===== config.mk =====
export PLATFORM = sky130hd
export DESIGN_NAME = lcd_char_ctrl
export DESIGN_NICKNAME = d
export VERILOG_FILES = /design/src/rtl/lcd_char_ctrl.sv
export SDC_FILE = /design/constraint.sdc
export NUM_CORES = 1
export LEC_CHECK = 0
export BUFFER_PORTS_ARGS = -buffer_cell sky130_fd_sc_hd__buf_2
export CAP_MARGIN = 20
export CORE_AREA = 5 5 124 126
export DETAILED_ROUTE_END_ITERATION = 7
export DIE_AREA = 0 0 129 131
export MAX_ROUTING_LAYER = met4
export PLACE_DENSITY = 0.78
export SYNTH_ARGS = -nofsm -noshare
export SYNTH_HDL_FRONTEND = slang
export SYNTH_SLANG_ARGS = --single-unit

===== constraint.sdc =====
create_clock -name clk -period 2.75 [get_ports clk]
set_input_delay 0.1375 -clock clk [delete_from_list [all_inputs] [get_ports clk]]
set_output_delay 0.1375 -clock clk [all_outputs]
set_load 0.005 [all_outputs]

===== src/rtl/lcd_char_ctrl.sv =====
// lcd_char_ctrl: escaped byte stream to an HD44780-class character LCD.
// FIFO-buffered input, power-on init ROM, 8- or 4-bit bus write timing.
module lcd_char_ctrl #(
  parameter int         BUS_BITS         = 8,
  parameter int         FIFO_DEPTH       = 16,
  parameter logic [7:0] ESC_CODE         = 8'h00,
  parameter int         SETUP_CYCLES     = 2,
  parameter int         E_CYCLES         = 6,
  parameter int         HOLD_CYCLES      = 1,
  parameter int         EXEC_CYCLES      = 1000,
  parameter int         LONG_EXEC_CYCLES = 40000,
  parameter int         POWERON_CYCLES   = 375000
) (
  input  logic       clk,
  input  logic       resetn,
  input  logic [7:0] in_data,
  input  logic       in_valid,
  output logic       in_ready,
  output logic       overflow,
  output logic       init_done,
  output logic       busy,
  output logic       lcd_rs,
  output logic       lcd_rw,
  output logic       lcd_e,
  output logic [7:0] lcd_db
);

  function automatic int max2(int a, int b);
    return (a > b) ? a : b;
  endfunction

  localparam int MAXC = max2(
    max2(max2(SETUP_CYCLES, E_CYCLES), max2(HOLD_CYCLES, EXEC_CYCLES)),
    max2(LONG_EXEC_CYCLES, POWERON_CYCLES));
  localparam int CW  = $clog2(MAXC + 1);
  localparam int AW  = $clog2(FIFO_DEPTH);
  localparam bit NIB = (BUS_BITS == 4);

  localparam logic [CW-1:0] SETUP_L = CW'(SETUP_CYCLES - 1);
  localparam logic [CW-1:0] E_L     = CW'(E_CYCLES - 1);
  localparam logic [CW-1:0] HOLD_L  = CW'(HOLD_CYCLES - 1);
  localparam logic [CW-1:0] EXEC_L  = CW'(EXEC_CYCLES - 1);
  localparam logic [CW-1:0] LONG_L  = CW'(LONG_EXEC_CYCLES - 1);
  localparam logic [CW-1:0] PON_L   = CW'(POWERON_CYCLES - 1);
  localparam logic [2:0]    INIT_LAST = NIB ? 3'd7 : 3'd6;

  typedef enum logic [2:0] {
    S_POWERON, S_INIT, S_IDLE, S_SETUP, S_PULSE, S_HOLD, S_WAIT
  } state_t;

  logic [8:0]  mem [FIFO_DEPTH];
  logic [AW:0] wp, rp;
  logic        empty, full, push, pop, esc_pending;
  logic [8:0]  rd;

  assign empty    = (wp == rp);
  assign full     = (wp[AW] != rp[AW]) && (wp[AW-1:0] == rp[AW-1:0]);
  assign in_ready = !full;
  assign push     = in_valid && in_ready
                 && (esc_pending || (in_data != ESC_CODE));
  assign rd       = mem[rp[AW-1:0]];

  always_ff @(posedge clk) begin
    if (push) mem[wp[AW-1:0]] <= {!esc_pending, in_data};
  end

  always_ff @(posedge clk or negedge resetn) begin
    if (!resetn) begin
      wp          <= '0;
      rp          <= '0;
      esc_pending <= 1'b0;
      overflow    <= 1'b0;
    end else begin
      if (push) wp <= wp + 1'b1;
      if (pop)  rp <= rp + 1'b1;
      if (in_valid && in_ready)
        esc_pending <= !esc_pending && (in_data == ESC_CODE);
      if (in_valid && !in_ready) overflow <= 1'b1;
    end
  end

  function automatic logic is_long(logic rs, logic [7:0] b);
    return !rs && ((b == 8'h01) || (b == 8'h02) || (b == 8'h03));
  endfunction

  function automatic logic [7:0] hi_bus(logic [7:0] b);
    return NIB ? {b[7:4], 4'h0} : b;
  endfunction

  state_t        state, state_n;
  logic [CW-1:0] cnt, cnt_n;
  logic [2:0]    step, step_n;
  logic          nib, nib_n, single_q, single_n, long_q, long_n;
  logic          done_n, rs_n;
  logic [3:0]    lo_q, lo_n;
  logic [7:0]    db_n, rom_b;
  logic          rom_s;

  // 4-bit single-nibble steps keep the nibble in [7:4] so 0x2 stays short
  always_comb begin
    rom_b = 8'h06;
    rom_s = 1'b0;
    if (NIB) begin
      unique case (step)
        3'd0, 3'd1, 3'd2: begin rom_b = 8'h30; rom_s = 1'b1; end
        3'd3:    begin rom_b = 8'h20; rom_s = 1'b1; end
        3'd4:    rom_b = 8'h28;
        3'd5:    rom_b = 8'h0C;
        3'd6:    rom_b = 8'h01;
        default: rom_b = 8'h06;
      endcase
    end else begin
      unique case (step)
        3'd0, 3'd1, 3'd2: rom_b = 8'h30;
        3'd3:    rom_b = 8'h38;
        3'd4:    rom_b = 8'h0C;
        3'd5:    rom_b = 8'h01;
        default: rom_b = 8'h06;
      endcase
    end
  end

  always_comb begin
    state_n  = state;
    cnt_n    = cnt;
    step_n   = step;
    nib_n    = nib;
    single_n = single_q;
    long_n   = long_q;
    lo_n     = lo_q;
    rs_n     = lcd_rs;
    db_n     = lcd_db;
    done_n   = init_done;
    pop      = 1'b0;
    unique case (state)
      S_POWERON: begin
        cnt_n = cnt + 1'b1;
        if (cnt == PON_L) begin
          cnt_n   = '0;
          state_n = S_INIT;
        end
      end
      S_INIT: begin
        rs_n     = 1'b0;
        db_n     = hi_bus(rom_b);
        lo_n     = rom_b[3:0];
        single_n = rom_s;
        nib_n    = 1'b0;
        long_n   = (step == 3'd0) || is_long(1'b0, rom_b);
        state_n  = S_SETUP;
      end
      S_IDLE: begin
        if (!empty) begin
          pop      = 1'b1;
          rs_n     = rd[8];
          db_n     = hi_bus(rd[7:0]);
          lo_n     = rd[3:0];
          single_n = 1'b0;
          nib_n    = 1'b0;
          long_n   = is_long(rd[8], rd[7:0]);
          state_n  = S_SETUP;
        end
      end
      S_SETUP: begin
        cnt_n = cnt + 1'b1;
        if (cnt == SETUP_L) begin
          cnt_n   = '0;
          state_n = S_PULSE;
        end
      end
      S_PULSE: begin
        cnt_n = cnt + 1'b1;
        if (cnt == E_L) begin
          cnt_n   = '0;
          state_n = S_HOLD;
        end
      end
      S_HOLD: begin
        cnt_n = cnt + 1'b1;
        if (cnt == HOLD_L) begin
          cnt_n   = '0;
          state_n = S_WAIT;
          if (NIB && !single_q && !nib) begin
            nib_n   = 1'b1;
            db_n    = {lo_q, 4'h0};
            state_n = S_SETUP;
          end
        end
      end
      S_WAIT: begin
        cnt_n = cnt + 1'b1;
        if (cnt == (long_q ? LONG_L : EXEC_L)) begin
          cnt_n   = '0;
          state_n = S_IDLE;
          if (!init_done) begin
            if (step == INIT_LAST) begin
              done_n = 1'b1;
            end else begin
              step_n  = step + 3'd1;
              state_n = S_INIT;
            end
          end
        end
      end
      default: state_n = S_POWERON;
    endcase
  end

  always_ff @(posedge clk or negedge resetn) begin
    if (!resetn) begin
      state     <= S_POWERON;
      cnt       <= '0;
      step      <= '0;
      nib       <= 1'b0;
      single_q  <= 1'b0;
      long_q    <= 1'b0;
      lo_q      <= '0;
      lcd_rs    <= 1'b0;
      lcd_db    <= '0;
      lcd_e     <= 1'b0;
      init_done <= 1'b0;
    end else begin
      state     <= state_n;
      cnt       <= cnt_n;
      step      <= step_n;
      nib       <= nib_n;
      single_q  <= single_n;
      long_q    <= long_n;
      lo_q      <= lo_n;
      lcd_rs    <= rs_n;
      lcd_db    <= db_n;
      lcd_e     <= (state_n == S_PULSE);
      init_done <= done_n;
    end
  end

  assign busy   = (state != S_IDLE) || !empty;
  assign lcd_rw = 1'b0;

endmodule


# --- Yosys cells after proc, flatten, opt, wreduce, memory -nomap -nowiden ---
# Memory sizes are Yosys's and may differ from the RTL's.
# Cells that the tools add are included.
# W data, S select, Z words.
word_totals:
  reg_bits: 49
  latchBits: 0
  ramBits: 144
  romBits: 0
  elab_cells: 104
  n_memories: 1
memory_table:
  columns: ["memory", "depth", "width", "read_ports", "rd_clocked_by_memory_dff", "write_ports", "line", "source"]
  rows:
  - ["mem", 16, 9, 1, 0, 1, "51", "logic [8:0] mem [FIFO_DEPTH];"]
op_classes:
  addsub: 4
  multipliers: 0
  div_mod_pow: 0
  magnitude_cmp: 0
  eq_ne: 28
  shifts: 0
  n_mux: 29
  bitwise: 2
  reduce_logical: 28
op_table:
  columns: ["operator", "n"]
  rows:
  - ["$mux W19", 5]
  - ["$pmux W19 S5", 1]
  - ["$eq A8 B2 Y1 const B", 4]
  - ["$pmux W6 S4", 1]
  - ["$eq A3 B3 Y1 const B", 7]
  - ["$pmux W3 S7", 1]
  - ["$add A19 B1 Y19 const B", 1]
  - ["$eq A19 B1 Y1 const B", 1]
  - ["$eq A19 B16 Y1", 1]
  - ["$eq A19 B19 Y1 const B", 1]
  - ["$eq A19 B3 Y1 const B", 1]
  - ["$logic_not A19 Y1", 1]
  - ["$mux W3", 6]
  - ["$eq A8 B1 Y1 const B", 2]
  - ["$mux W16", 1]
  - ["$pmux W8 S2", 1]
  - ["$eq A3 B2 Y1 const B", 4]
  - ["$add A5 B1 Y5 const B", 2]
  - ["$logic_not A8 Y1", 1]
  - ["$mux W1", 8]
  - ["$mux W8", 1]
  - ["$reduce_bool A8 Y1", 1]
  - ["$logic_or A1 B1 Y1", 7]
  - ["$eq A3 B1 Y1 const B", 2]
  - ["other kinds (17)", 30]

# --- Depth between registers and ports, before layout ---
# Gate-level depths: netlist of the first run.
depth:
  word_depth: 8
  mapped_depth: 10

# --- Worst setup path after synthesis of the first run ---
# No wires, ideal clock.
synth_timing:
  path_type: "reg2reg"
  start: "register wp[2]"
  end: "memory mem[3][0] (enable)"
  setup_time_ps: 387
  arrival_ps: 2093
  path_slack_ps: 270
  path_stages_with_launch: 9
  n_path_buf: 2
  cell_sequence: "dfrtp_1 clkbuf_1 xor2_1 nor4_1 nand2_1 and3_1 buf_2 nand2_1 nor3_1"
synth_between:
  elab_chain_cells: 7
synth_rtl:
  columns: ["item", "line", "source"]
  rows:
  - ["start, declared", "52", "logic [AW:0] wp, rp;"]
  - ["start signal, assigned", "74", "if (push) wp <= wp + 1'b1;"]
  - ["$eq A4 B4 Y1", "57", "assign full = (wp[AW] != rp[AW]) && (wp[AW-1:0] == rp[AW-1:0]);"]
  - ["$logic_and A1 B1 Y1", "57", null]
  - ["$logic_not A1 Y1", "58", "assign in_ready = !full;"]
  - ["via in_ready", "18", "output logic in_ready,"]
  - ["$logic_and A1 B1 Y1", "59", "assign push = in_valid && in_ready"]
  - ["$logic_and A1 B1 Y1", "60", "&& (esc_pending || (in_data != ESC_CODE));"]
  - ["$mux W1", "64", "if (push) mem[wp[AW-1:0]] <= {!esc_pending, in_data};"]
  - ["$mux W1 (implied by the code)", "64", null]
  - ["end, declared", "51", null]
# The timed path passes the listed nets, and every way through them passes these cells.

# --- Worst setup path in the final report of the first run ---
layout_timing:
  start: "register rp[1]"
  end: "memory mem[11][4] (enable)"
layout_between:
  elab_chain_cells: 7
layout_rtl:
  columns: ["item", "line", "source"]
  rows:
  - ["start, declared", "52", null]
  - ["start signal, assigned", "75", "if (pop) rp <= rp + 1'b1;"]
  - ["$eq A4 B4 Y1", "57", null]
  - ["$logic_and A1 B1 Y1", "57", null]
  - ["$logic_not A1 Y1", "58", null]
  - ["$logic_and A1 B1 Y1", "59", null]
  - ["$logic_and A1 B1 Y1", "60", null]
  - ["$mux W1", "64", null]
  - ["$mux W1 (implied by the code)", "64", null]
# No other way between the ends.

==> impl_metrics.tcl, run 1 <==
set metrics [dict create \
    outcome "finished clean" \
    tns_ns 0 \
    final_common_cell "sky130_fd_sc_hd__edfxtp_1" \
    synth_area_per_inst_sq_um 15.0 \
    worst_hold_path_stage_count 1 \
    grt_setup_unrepaired "false" \
    maximum_buffer_depth_of_the_clock_tree 2 \
    cap_viol_max_count 0 \
    timing.fmax_mhz 387 \
    fin_crit_ns 2.59 \
    post_synthesis_instance_area_sq_um 8560 \
    place_hpwl_um 12300 \
    combPwrFrac_pct 9.5 \
    numCtsBuffers 17 \
    overflow 0 \
    leakagePower_nw 3.43 \
    routabilityCongestion 0.820 \
    finalPower_w 0.00671 \
    period_share_pct 94.1 \
    detailedRoute.firstPassIterationCount 5 \
    floorplan.die_area_sq_um 16900 \
    gr-usage-all-layers_pct 24.0 \
    timing_hold_violations_final 0 \
    post-route-drc-count 0 \
    power.share.switching_pct 25.1 \
    wp_data_required_ns 2.81 \
    seq_power_share_pct 52.6 \
    via_per_inst 6.24 \
    grt_first_pass_wirelength_um 28900 \
    worst-path-max-fanout 9 \
    crit_type "reg2reg" \
    pwr-share-clk_pct 37.9 \
    final-max-slew-violation-count 0 \
    dr_total_vias 5102 \
    cts-root-buf "sky130_fd_sc_hd__clkbuf_16" \
    antenna_violating_nets_post_route 0 \
    initial_utilization_pct 60.3 \
    die_h_um 131 \
    reg2reg_setup_slack_ns 0.16 \
    synth-warning-count 0 \
    first_global_vias 5231 \
    r2r_cells 6 \
    max_slew.worst_pin.slew_ns 0.990 \
    htree_num_levels 4 \
    r2r_end "mem[11][4]" \
    timing.slew.headroom_pct 33.7 \
    core-area_sq_um 14200 \
    die_w_um 129 \
    setup.worst_path.start_class "flop" \
    netSwitchingPower_w 0.00169 \
    ioPinCount 26 \
    cts_tree "yes" \
    worst_hold_path.endpoint "mem[14][3]" \
    ys_types 59 \
    grt_max_degree 34 \
    wire_per_inst_um 22.5 \
    synth_enable_flop_cells 144 \
    finalClockSkew_ns 0.00909 \
    fillerInstances 958 \
    power_density_nw_per_um2 695 \
    synth-seq-cells 193 \
    area_overhead_of_the_layout_relative_to_synthesis_pct 12.8 \
    cts_sink_cnt 193 \
    placement.io_buffers 24 \
    syn-instance-count 570 \
    drt_wl_total_um 18400 \
    iter_0_drt_violations 504 \
    synth_ff_type "sky130_fd_sc_hd__edfxtp_1" \
    diodes 0 \
    internal_power_summed_over_all_cells_w 0.00503 \
    worst_skew_pair.late_latency_ns 0.44 \
    antenna_found_initial 0 \
    most_used_cells_in_the_layout_excluding_fill_and_tap_cells "sky130_fd_sc_hd__edfxtp_1, sky130_fd_sc_hd__dfrtp_1, sky130_fd_sc_hd__nand2_1" \
    ir_worst_vdd_mv 0.713 \
    synth_fp_nets 594 \
    crit_path_end_kind "flop" \
    async_s_r_ff_share_synth_pct 25.4 \
    hold_path_class "in2reg" \
    clk_pin_slew_worst_paths_ns 0.07 \
    synth.yosys.seq_area_share_pct 64.8 \
    nets 644 \
    cp_data_arrival_time_ns 2.65 \
    timing.rr.start "rp[1]" \
    finalSetupViolations 0 \
    hp-start "in_data[3]" \
    fp-row-count 44 \
    post_route_cells_drive_above_1_share_pct 23.4 \
]
==> metal layers <==
metal  up-vias  global-route usage (%)  routed length [um]
met5         -                       -                   0
met4         0                    9.82                 650
met3        50                    5.24                1120
met1      2549                    28.9                7110
li1       2288                       -                   -
met2       215                    39.7                9520
==> per-stage QoR <==
stage               cell area, sq um  cells  utilization, %  setup WS (ns)  hold WS [ns]
floorplan                       8560    570               -          0.270        -0.158
global placement                9010    783            63.4          0.266         0.236
detailed placement              9010    783            63.4          0.167         0.258
CTS                             9650    817            67.9          0.139        0.0754
global route                    9660    817            68.0        0.00297        0.0802
finish                          9660    817            68.0          0.163        0.0845
==> worst max-delay path by stage <==
stage | start | to | cells past startpoint
4_1_cts | rp[1] | mem[7][7] | 6
3_5_place_dp | rp[1] | mem[7][4] | 6
5_1_grt | rp[1] | mem[10][1] | 6
3_3_place_gp | rp[0] | mem[7][5] | 6
2_1_floorplan | wp[2] | mem[3][0] | 8
6_report | rp[1] | mem[11][4] | 6
==> repair_timing <==
item                                   in CTS  in global routing
setup endpoints to repair                   0                 20
hold buffers                                2                  0
endpoints found under the hold margin      34                  0
buffers inserted                            0                  0
gates resized for setup                     0                  3
==> layout make-up <==
cell class                 instances  area, sq um  area share (%)
clock inverter                    15          191            1.98
sequential                       193         5550            57.5
timing repair buffer              63          418            4.33
tap                              184          230            2.38
inverter                          15         56.3           0.583
multi-input combinational        330         2780            28.8
clock buffer                      17          425            4.41
==> flip-flops by register name, summed over array words and instances (netlist names), 3 cells and up <==
signal	cells
step	3
rp	5
state	3
wp	5
cnt	19
lcd_db	8
mem	144
==> synth_stat cells, types with 3 or more instances <==
cell / count / share of area [%]
sky130_fd_sc_hd__nand3_1: 11 / 0.64
sky130_fd_sc_hd__ha_1: 13 / 1.9
sky130_fd_sc_hd__o21ai_1: 4 / 0.23
sky130_fd_sc_hd__nand4_1: 8 / 0.58
sky130_fd_sc_hd__or3_1: 3 / 0.22
sky130_fd_sc_hd__o22ai_1: 4 / 0.29
sky130_fd_sc_hd__edfxtp_1: 144 / 50
sky130_fd_sc_hd__or4_1: 4 / 0.35
sky130_fd_sc_hd__buf_4: 4 / 0.35
sky130_fd_sc_hd__a211oi_1: 8 / 0.70
sky130_fd_sc_hd__mux2i_1: 9 / 1.1
sky130_fd_sc_hd__buf_6: 4 / 0.53
sky130_fd_sc_hd__nor3_1: 13 / 0.76
sky130_fd_sc_hd__a22o_1: 4 / 0.41
sky130_fd_sc_hd__a31oi_1: 5 / 0.37
sky130_fd_sc_hd__xor2_1: 9 / 0.92
sky130_fd_sc_hd__a21oi_1: 24 / 1.4
sky130_fd_sc_hd__nor2b_1: 6 / 0.44
sky130_fd_sc_hd__clkbuf_1: 15 / 0.66
sky130_fd_sc_hd__buf_2: 7 / 0.41
sky130_fd_sc_hd__dfrtp_1: 49 / 14
sky130_fd_sc_hd__mux2_2: 5 / 0.66
sky130_fd_sc_hd__nand2b_1: 8 / 0.58
sky130_fd_sc_hd__inv_1: 15 / 0.66
sky130_fd_sc_hd__mux4_1: 5 / 1.5
sky130_fd_sc_hd__xnor2_1: 13 / 1.3
sky130_fd_sc_hd__nor2_1: 30 / 1.3
sky130_fd_sc_hd__o21ai_0: 22 / 1.3
sky130_fd_sc_hd__and3_1: 5 / 0.37
sky130_fd_sc_hd__nand2_1: 45 / 2.0
sky130_fd_sc_hd__mux4_2: 33 / 8.7
sky130_fd_sc_hd__nor4_1: 5 / 0.37
==> power groups by stage <==
stage / sequential, W / clock (W) / combinational, W
CTS: 0.00353 / 0.00256 / 0.000634
floorplan: 0.00352 / 0 / 0.000378
detailed placement: 0.00358 / 0 / 0.000622
global route: 0.00355 / 0.00269 / 0.000694
global placement: 0.00357 / 0 / 0.000593
finish: 0.00353 / 0.00254 / 0.000641
==> critical path: stages, from the launching register on <==
cell and delay [ns]:
sky130_fd_sc_hd__dfrtp_1 0.58, sky130_fd_sc_hd__xor2_1 0.24, sky130_fd_sc_hd__nor4_1 0.10, sky130_fd_sc_hd__nand2_1 0.08, sky130_fd_sc_hd__and3_1 0.25, sky130_fd_sc_hd__nand2_1 0.17, sky130_fd_sc_hd__nor2_1 0.78
==> cells by family after synthesis <==
family                     count (synthesis)  share of synthesized area (%)
AOI/OAI and AO/OA                         84                           6.14
xor gates and xnor gates                  22                           2.25
buffers and inverters                     47                           2.82
DFF                                      193                           64.8
adders and majority gates                 13                           1.90
other                                      1                         0.0438
muxes                                     52                           11.9
and+or+nand+nor                          158                           10.1
Power figures use the tool's default switching activity.
==> inputs of run 2 (changes only) <==
Settings changed: SETUP_SLACK_MARGIN set to 0.1.
Clock period 2.75 ns to 2.5 ns, I/O delays scaled along.
==> impl_metrics.tcl, run 2 (synthesis gave the netlist of run 1 again) <==
set metrics [dict create \
    power_density_nw_per_um2 740 \
    r2r_end "mem[8][2]" \
    worst_path_max_delay_cell "sky130_fd_sc_hd__nor2_1" \
    dpl-instance-area_sq_um 9180 \
    max_slew.worst_pin.slew_ns 1.07 \
    cts_tree "yes" \
    final-max-slew-violation-count 0 \
    initial_utilization_pct 60.3 \
    via_per_inst 6.27 \
    period_share_pct 98.8 \
    antenna_found_initial 0 \
    iter_0_drt_violations 685 \
    die_w_um 129 \
    first_global_vias 5342 \
    timing.fmax_mhz 405 \
    fin_crit_ns 2.47 \
    final_cell_area_sq_um 9970 \
    gr-usage-all-layers_pct 24.8 \
    hold_path_class "in2reg" \
    pwr-share-clk_pct 36.2 \
    area_overhead_of_the_layout_relative_to_synthesis_pct 16.4 \
    die_h_um 131 \
    cts_sink_cnt 193 \
    drt_wl_total_um 19300 \
    timing_hold_violations_final 0 \
    leakagePower_nw 3.56 \
    final_core_util_pct 70.2 \
    fillerInstances 876 \
    numCtsBuffers 17 \
    grt_setup_unrepaired "true" \
    finalSetupViolations 0 \
    crit_type "reg2reg" \
    finalPower_w 0.00738 \
    wp_data_required_ns 2.55 \
    r2r_cells 6 \
    cp_cell_sequence "xor2_1, nor4_1, nand2_1, and3_1, nand2_1, nor2_1" \
    antenna_violating_nets_post_route 0 \
    ir_worst_vdd_mv 0.644 \
    post-route-drc-count 0 \
    worst_hold_path_stage_count 1 \
    clk_pin_slew_worst_paths_ns 0.08 \
    overflow 0 \
    finalClockSkew_ns 0.0109 \
    seq_power_share_pct 52.0 \
    wire_per_inst_um 22.9 \
    critPathBufInv 0 \
    cp_data_arrival_time_ns 2.52 \
    maximum_buffer_depth_of_the_clock_tree 2 \
    combPwrFrac_pct 11.8 \
    most_used_cells_in_the_layout_excluding_fill_and_tap_cells "sky130_fd_sc_hd__edfxtp_1, sky130_fd_sc_hd__buf_4, sky130_fd_sc_hd__dfrtp_1" \
    worst_skew_pair.late_latency_ns 0.44 \
    hp-start "in_data[7]" \
    ioPinCount 26 \
    reg2reg_setup_slack_ns 0.03 \
    worst-path-max-fanout 9 \
    delay_of_the_slowest_cell_on_the_worst_path_ns 0.84 \
    final_common_cell "sky130_fd_sc_hd__edfxtp_1" \
    outcome "finished clean" \
    crit_path_end_kind "flop" \
    nets 669 \
    fp-row-count 44 \
    internal_power_summed_over_all_cells_w 0.00548 \
    setup.worst_path.start_class "flop" \
    htree_num_levels 4 \
    cts-root-buf "sky130_fd_sc_hd__clkbuf_16" \
    floorplan.die_area_sq_um 16900 \
    dr_total_vias 5283 \
    critical_path_cell_count 6 \
    detailedRoute.firstPassIterationCount 5 \
    worst_hold_path.endpoint "mem[11][7]" \
    cap_viol_max_count 0 \
    placement.io_buffers 24 \
    place_hpwl_um 12500 \
    diodes 0 \
    largest_register_ff_count 144 \
    timing.slew.headroom_pct 28.7 \
    power.share.switching_pct 25.7 \
    routabilityCongestion 0.892 \
    critPathTopFamily "simple AND/OR/NAND/NOR gates" \
    core-area_sq_um 14200 \
    netSwitchingPower_w 0.00190 \
    grt_first_pass_wirelength_um 29900 \
    cp_common_cell "sky130_fd_sc_hd__nand2_1" \
    post_route_cells_drive_above_1_share_pct 28.6 \
    grt_max_degree 33 \
    timing.rr.start "rp[1]" \
]
## run 2: cell count changes in the layout (fill, tap and decap cells not counted), sizes merged
| cell | previous run | this run |
|---|---|---|
| clkinv | 4 | 5 |
| dlygate4sd3 | 2 | 5 |
| clkinvlp | 1 | 0 |
| bufinv | 2 | 1 |
| clkbuf | 17 | 19 |
| buf | 61 | 82 |
## run 2: power groups by stage
stage / clock (W) / combinational [W] / sequential, W
after CTS: 0.00268 / 0.000845 / 0.00384
after global placement: 0 / 0.000770 / 0.00389
after detailed placement: 0 / 0.000807 / 0.00390
final: 0.00267 / 0.000872 / 0.00384
after global routing: 0.00284 / 0.000934 / 0.00385
after floorplan: 0 / 0.000420 / 0.00387
## run 2: worst register-to-register path, cell delays in order, from the launching register on
cell                      delay, ns
sky130_fd_sc_hd__dfrtp_1       0.42
sky130_fd_sc_hd__xor2_1        0.24
sky130_fd_sc_hd__nor4_1        0.10
sky130_fd_sc_hd__nand2_1       0.10
sky130_fd_sc_hd__and3_1        0.25
sky130_fd_sc_hd__nand2_1       0.14
sky130_fd_sc_hd__nor2_1        0.84
## run 2: what timing repair did
item,CTS,global route
hold buffers,5,0
endpoints found under the hold margin,38,0
endpoints found under the setup margin,76,93
setup buffers,2,4
resized for setup,11,21
pin swaps,2,9
cloned,0,1
## run 2: final cells by class
class / instances / area, sq um / share of cell area, %
clock buffers: 18 / 429 / 4.30
clock inverters: 14 / 144 / 1.44
inverters: 15 / 56.3 / 0.565
multi-input cells: 330 / 2860 / 28.7
flip-flops and latches: 193 / 5550 / 55.7
well taps: 184 / 230 / 2.31
repair buffers: 88 / 696 / 6.98
## run 2: how the worst max path moves through the flow
stage / startpoint / to / slack [ns]
2_1_floorplan: wp[2] / mem[0][0] / 0.03
3_3_place_gp: rp[0] / mem[6][5] / 0.04
3_5_place_dp: cnt[11] / cnt[11] / 0.03
4_1_cts: rp[1] / mem[8][2] / 0.02
5_1_grt: rp[1] / mem[4][5] / -0.08
6_report: rp[1] / mem[8][2] / 0.03
## run 2: layer usage
metal	up-vias	wire, um	track usage, %
li1	2344	-	-
met1	2625	7490	30.9
met2	265	9780	39.6
met3	49	1500	6.30
met4	0	536	9.26
met5	-	0	-
## run 2: per-stage QoR
stage	setup slack, ns	setup TNS (ns)	instances	hold WS (ns)
after floorplan	0.0350	0	570	-0.171
after global placement	0.0438	0	797	0.218
after detailed placement	0.0310	0	798	0.219
after CTS	0.0238	0	837	0.0881
after global routing	-0.0807	-1.29	842	0.0886
final	0.0296	0	842	0.0905
==> inputs of run 3 (changes only) <==
Settings changed: ABC_AREA set to 1, CORE_AREA 5 5 124 126 to 5 5 129 131, DIE_AREA 0 0 129 131 to 0 0 134 136, PLACE_DENSITY 0.78 to 0.79.
==> impl_metrics.tcl, run 3 <==
set metrics [dict create \
    maximum_buffer_depth_of_the_clock_tree 2 \
    most_used_cells_in_the_layout_excluding_fill_and_tap_cells "sky130_fd_sc_hd__nand2_1, sky130_fd_sc_hd__edfxtp_1, sky130_fd_sc_hd__nor2_1" \
    synth-seq-cells 193 \
    worst_skew_pair.late_latency_ns 0.44 \
    core-area_sq_um 15500 \
    max_slew.worst_pin.slew_ns 0.919 \
    synth_fp_nets 998 \
    finalPower_w 0.00709 \
    gr-usage-all-layers_pct 25.2 \
    finalSetupViolations 0 \
    die_h_um 136 \
    dr_total_vias 6882 \
    clk_pin_slew_worst_paths_ns 0.07 \
    iter_0_drt_violations 630 \
    crit_type "reg2reg" \
    post_route_cells_drive_above_1_share_pct 15.0 \
    tns_ns 0 \
    diodes 0 \
    fillerInstances 1192 \
    timing_hold_violations_final 0 \
    internal_power_summed_over_all_cells_w 0.00531 \
    synth_ff_type "sky130_fd_sc_hd__edfxtp_1" \
    area_overhead_of_the_layout_relative_to_synthesis_pct 9.41 \
    timing.fmax_mhz 433 \
    post_synthesis_instance_area_sq_um 9440 \
    portion_of_synthesized_cell_area_occupied_by_the_leading_cell_type_pct 45.8 \
    power_density_nw_per_um2 686 \
    final_common_cell "sky130_fd_sc_hd__nand2_1" \
    nets 1032 \
    reg2reg_setup_slack_ns 0.19 \
    overflow 0 \
    setup.worst_path.start_class "flop" \
    antenna_violating_nets_post_route 0 \
    floorplan.die_area_sq_um 18200 \
    cts_sink_cnt 193 \
    initial_utilization_pct 61.0 \
    syn-instance-count 974 \
    grt_setup_unrepaired "true" \
    wp_data_required_ns 2.57 \
    numCtsBuffers 17 \
    post-route-drc-count 0 \
    htree_num_levels 4 \
    synth.area.top_cells "sky130_fd_sc_hd__edfxtp_1, sky130_fd_sc_hd__dfrtp_1, sky130_fd_sc_hd__nand2_1, sky130_fd_sc_hd__nor2_1, sky130_fd_sc_hd__inv_1" \
    drt_wl_total_um 21300 \
    ys_types 54 \
    yosys-top-cells-count "sky130_fd_sc_hd__nand2_1, sky130_fd_sc_hd__edfxtp_1, sky130_fd_sc_hd__nor2_1, sky130_fd_sc_hd__inv_1, sky130_fd_sc_hd__nand3_1" \
    antenna_found_initial 0 \
    first_global_vias 6643 \
    synth_area_per_inst_sq_um 9.69 \
    seq_power_share_pct 54.2 \
    fin_crit_ns 2.31 \
    grt_first_pass_wirelength_um 34300 \
    synth_enable_flop_cells 144 \
    hold_path_class "in2reg" \
    finalClockSkew_ns 0.00923 \
    leakagePower_nw 4.29 \
    synth-warning-count 0 \
    via_per_inst 5.68 \
    grt_max_degree 55 \
    cts-root-buf "sky130_fd_sc_hd__clkbuf_16" \
    power.share.switching_pct 25.1 \
    synth.yosys.seq_area_share_pct 58.8 \
    netSwitchingPower_w 0.00178 \
    synthMostInstantiatedCell "sky130_fd_sc_hd__nand2_1" \
    routabilityCongestion 0.918 \
    wire_per_inst_um 17.6 \
    pwr-share-clk_pct 35.9 \
    outcome "finished clean" \
    cp_data_arrival_time_ns 2.38 \
    placement.io_buffers 24 \
    detailedRoute.firstPassIterationCount 5 \
    fp-row-count 46 \
    async_s_r_ff_share_synth_pct 25.4 \
    cell_type_contributing_the_most_total_cell_area_after_synthesis "sky130_fd_sc_hd__edfxtp_1" \
    ioPinCount 26 \
    combPwrFrac_pct 9.8 \
    ir_worst_vdd_mv 0.631 \
    cap_viol_max_count 0 \
    period_share_pct 92.4 \
    cts_post_setup_buffers_inserted 0 \
    place_hpwl_um 14300 \
    die_w_um 134 \
    worst-path-max-fanout 9 \
    timing.slew.headroom_pct 38.7 \
    largest_register_ff_count 144 \
    cts_tree "yes" \
    crit_path_end_kind "flop" \
    final-max-slew-violation-count 0 \
]
## run 3: changes by cell type after synthesis, sizes merged, moves of 11 or more
cell    delta
inv       +77
xor2      +11
xnor2     -12
nand3     +48
mux4      -38
clkbuf    -12
nor2     +118
o21ai     +45
nand2    +209
buf       +14
## run 3: path summary, 6_finish.rpt
kind | startpoint | end | cells past startpoint
max in group asynchronous | resetn | cnt[16] | 3
min in group asynchronous | resetn | lcd_db[1] | 2
hold / removal | in_valid | overflow | 2
setup / recovery | wp[1] | mem[2][1] | 8
hold reg to reg | lcd_db[0] | lcd_db[0] | 2
setup reg to reg | wp[1] | mem[2][1] | 8
## run 3: logic make-up (layout without fill, tap and decap cells)
family / count (synthesis) / after routing / share of synthesized area [%]
other: 1 / 1 / 0.0397
buffers and inverters: 129 / 175 / 6.16
and+or+nand+nor: 505 / 505 / 24.2
xor gates and xnor gates: 21 / 21 / 2.03
adders and majority gates: 13 / 13 / 1.72
AOI/OAI and AO/OA: 112 / 112 / 7.02
DFF: 193 / 193 / 58.8
## run 3: critical path: stages (launching register included)
cell and delay [ns]:
sky130_fd_sc_hd__dfrtp_1 0.43, sky130_fd_sc_hd__xor2_1 0.17, sky130_fd_sc_hd__nor2_1 0.06, sky130_fd_sc_hd__and2_4 0.18, sky130_fd_sc_hd__nand2_4 0.06, sky130_fd_sc_hd__nand2_4 0.06, sky130_fd_sc_hd__nor2_8 0.16, sky130_fd_sc_hd__nand2_1 0.21
sky130_fd_sc_hd__nor2_1 0.61
## run 3: layer usage
| metal | wire length, um | part of all wire, % | GRT usage (%) |
|---|---|---|---|
| met5 | 0 | 0 | - |
| met4 | 520 | 2.4 | 9.49 |
| met3 | 1600 | 7.5 | 5.18 |
| met2 | 10100 | 48 | 39.6 |
| met1 | 9050 | 43 | 32.8 |
## run 3: cell type report
| type | instances | area (sq um) | share of cell area (%) |
|---|---|---|---|
| clock inverter | 13 | 111 | 1.08 |
| clock buffer | 18 | 429 | 4.15 |
| timing repair buffer | 49 | 323 | 3.12 |
| tap | 192 | 240 | 2.33 |
| inverter | 95 | 360 | 3.49 |
| multi-input combinational | 652 | 3320 | 32.1 |
| sequential | 193 | 5550 | 53.7 |
## run 3: through the flow
stage          area [sq um]  cells  util, %  hold WS [ns]  setup slack, ns
5_1_grt               10300   1212     66.7       0.00526           0.0853
3_5_place_dp           9780   1180     63.1         0.300            0.155
2_1_floorplan          9440    974        -        -0.171            0.462
4_1_cts               10300   1212     66.7       0.00809            0.145
3_3_place_gp           9780   1180     63.1         0.296            0.260
6_report              10300   1212     66.7        0.0147            0.190
## run 3: repair_timing
item / in CTS / in global routing
setup endpoints to repair: 0 / 45
hold buffers: 1 / 0
endpoints found under the hold margin: 38 / 0
gates resized for setup: 0 / 2
## run 3: power groups by stage
stage | logic [W] | clock network, W | registers, W
finish | 0.000698 | 0.00255 | 0.00384
global route | 0.000770 | 0.00270 | 0.00386
CTS | 0.000695 | 0.00256 | 0.00384
detailed placement | 0.000686 | 0 | 0.00391
global placement | 0.000672 | 0 | 0.00390
floorplan | 0.000432 | 0 | 0.00389
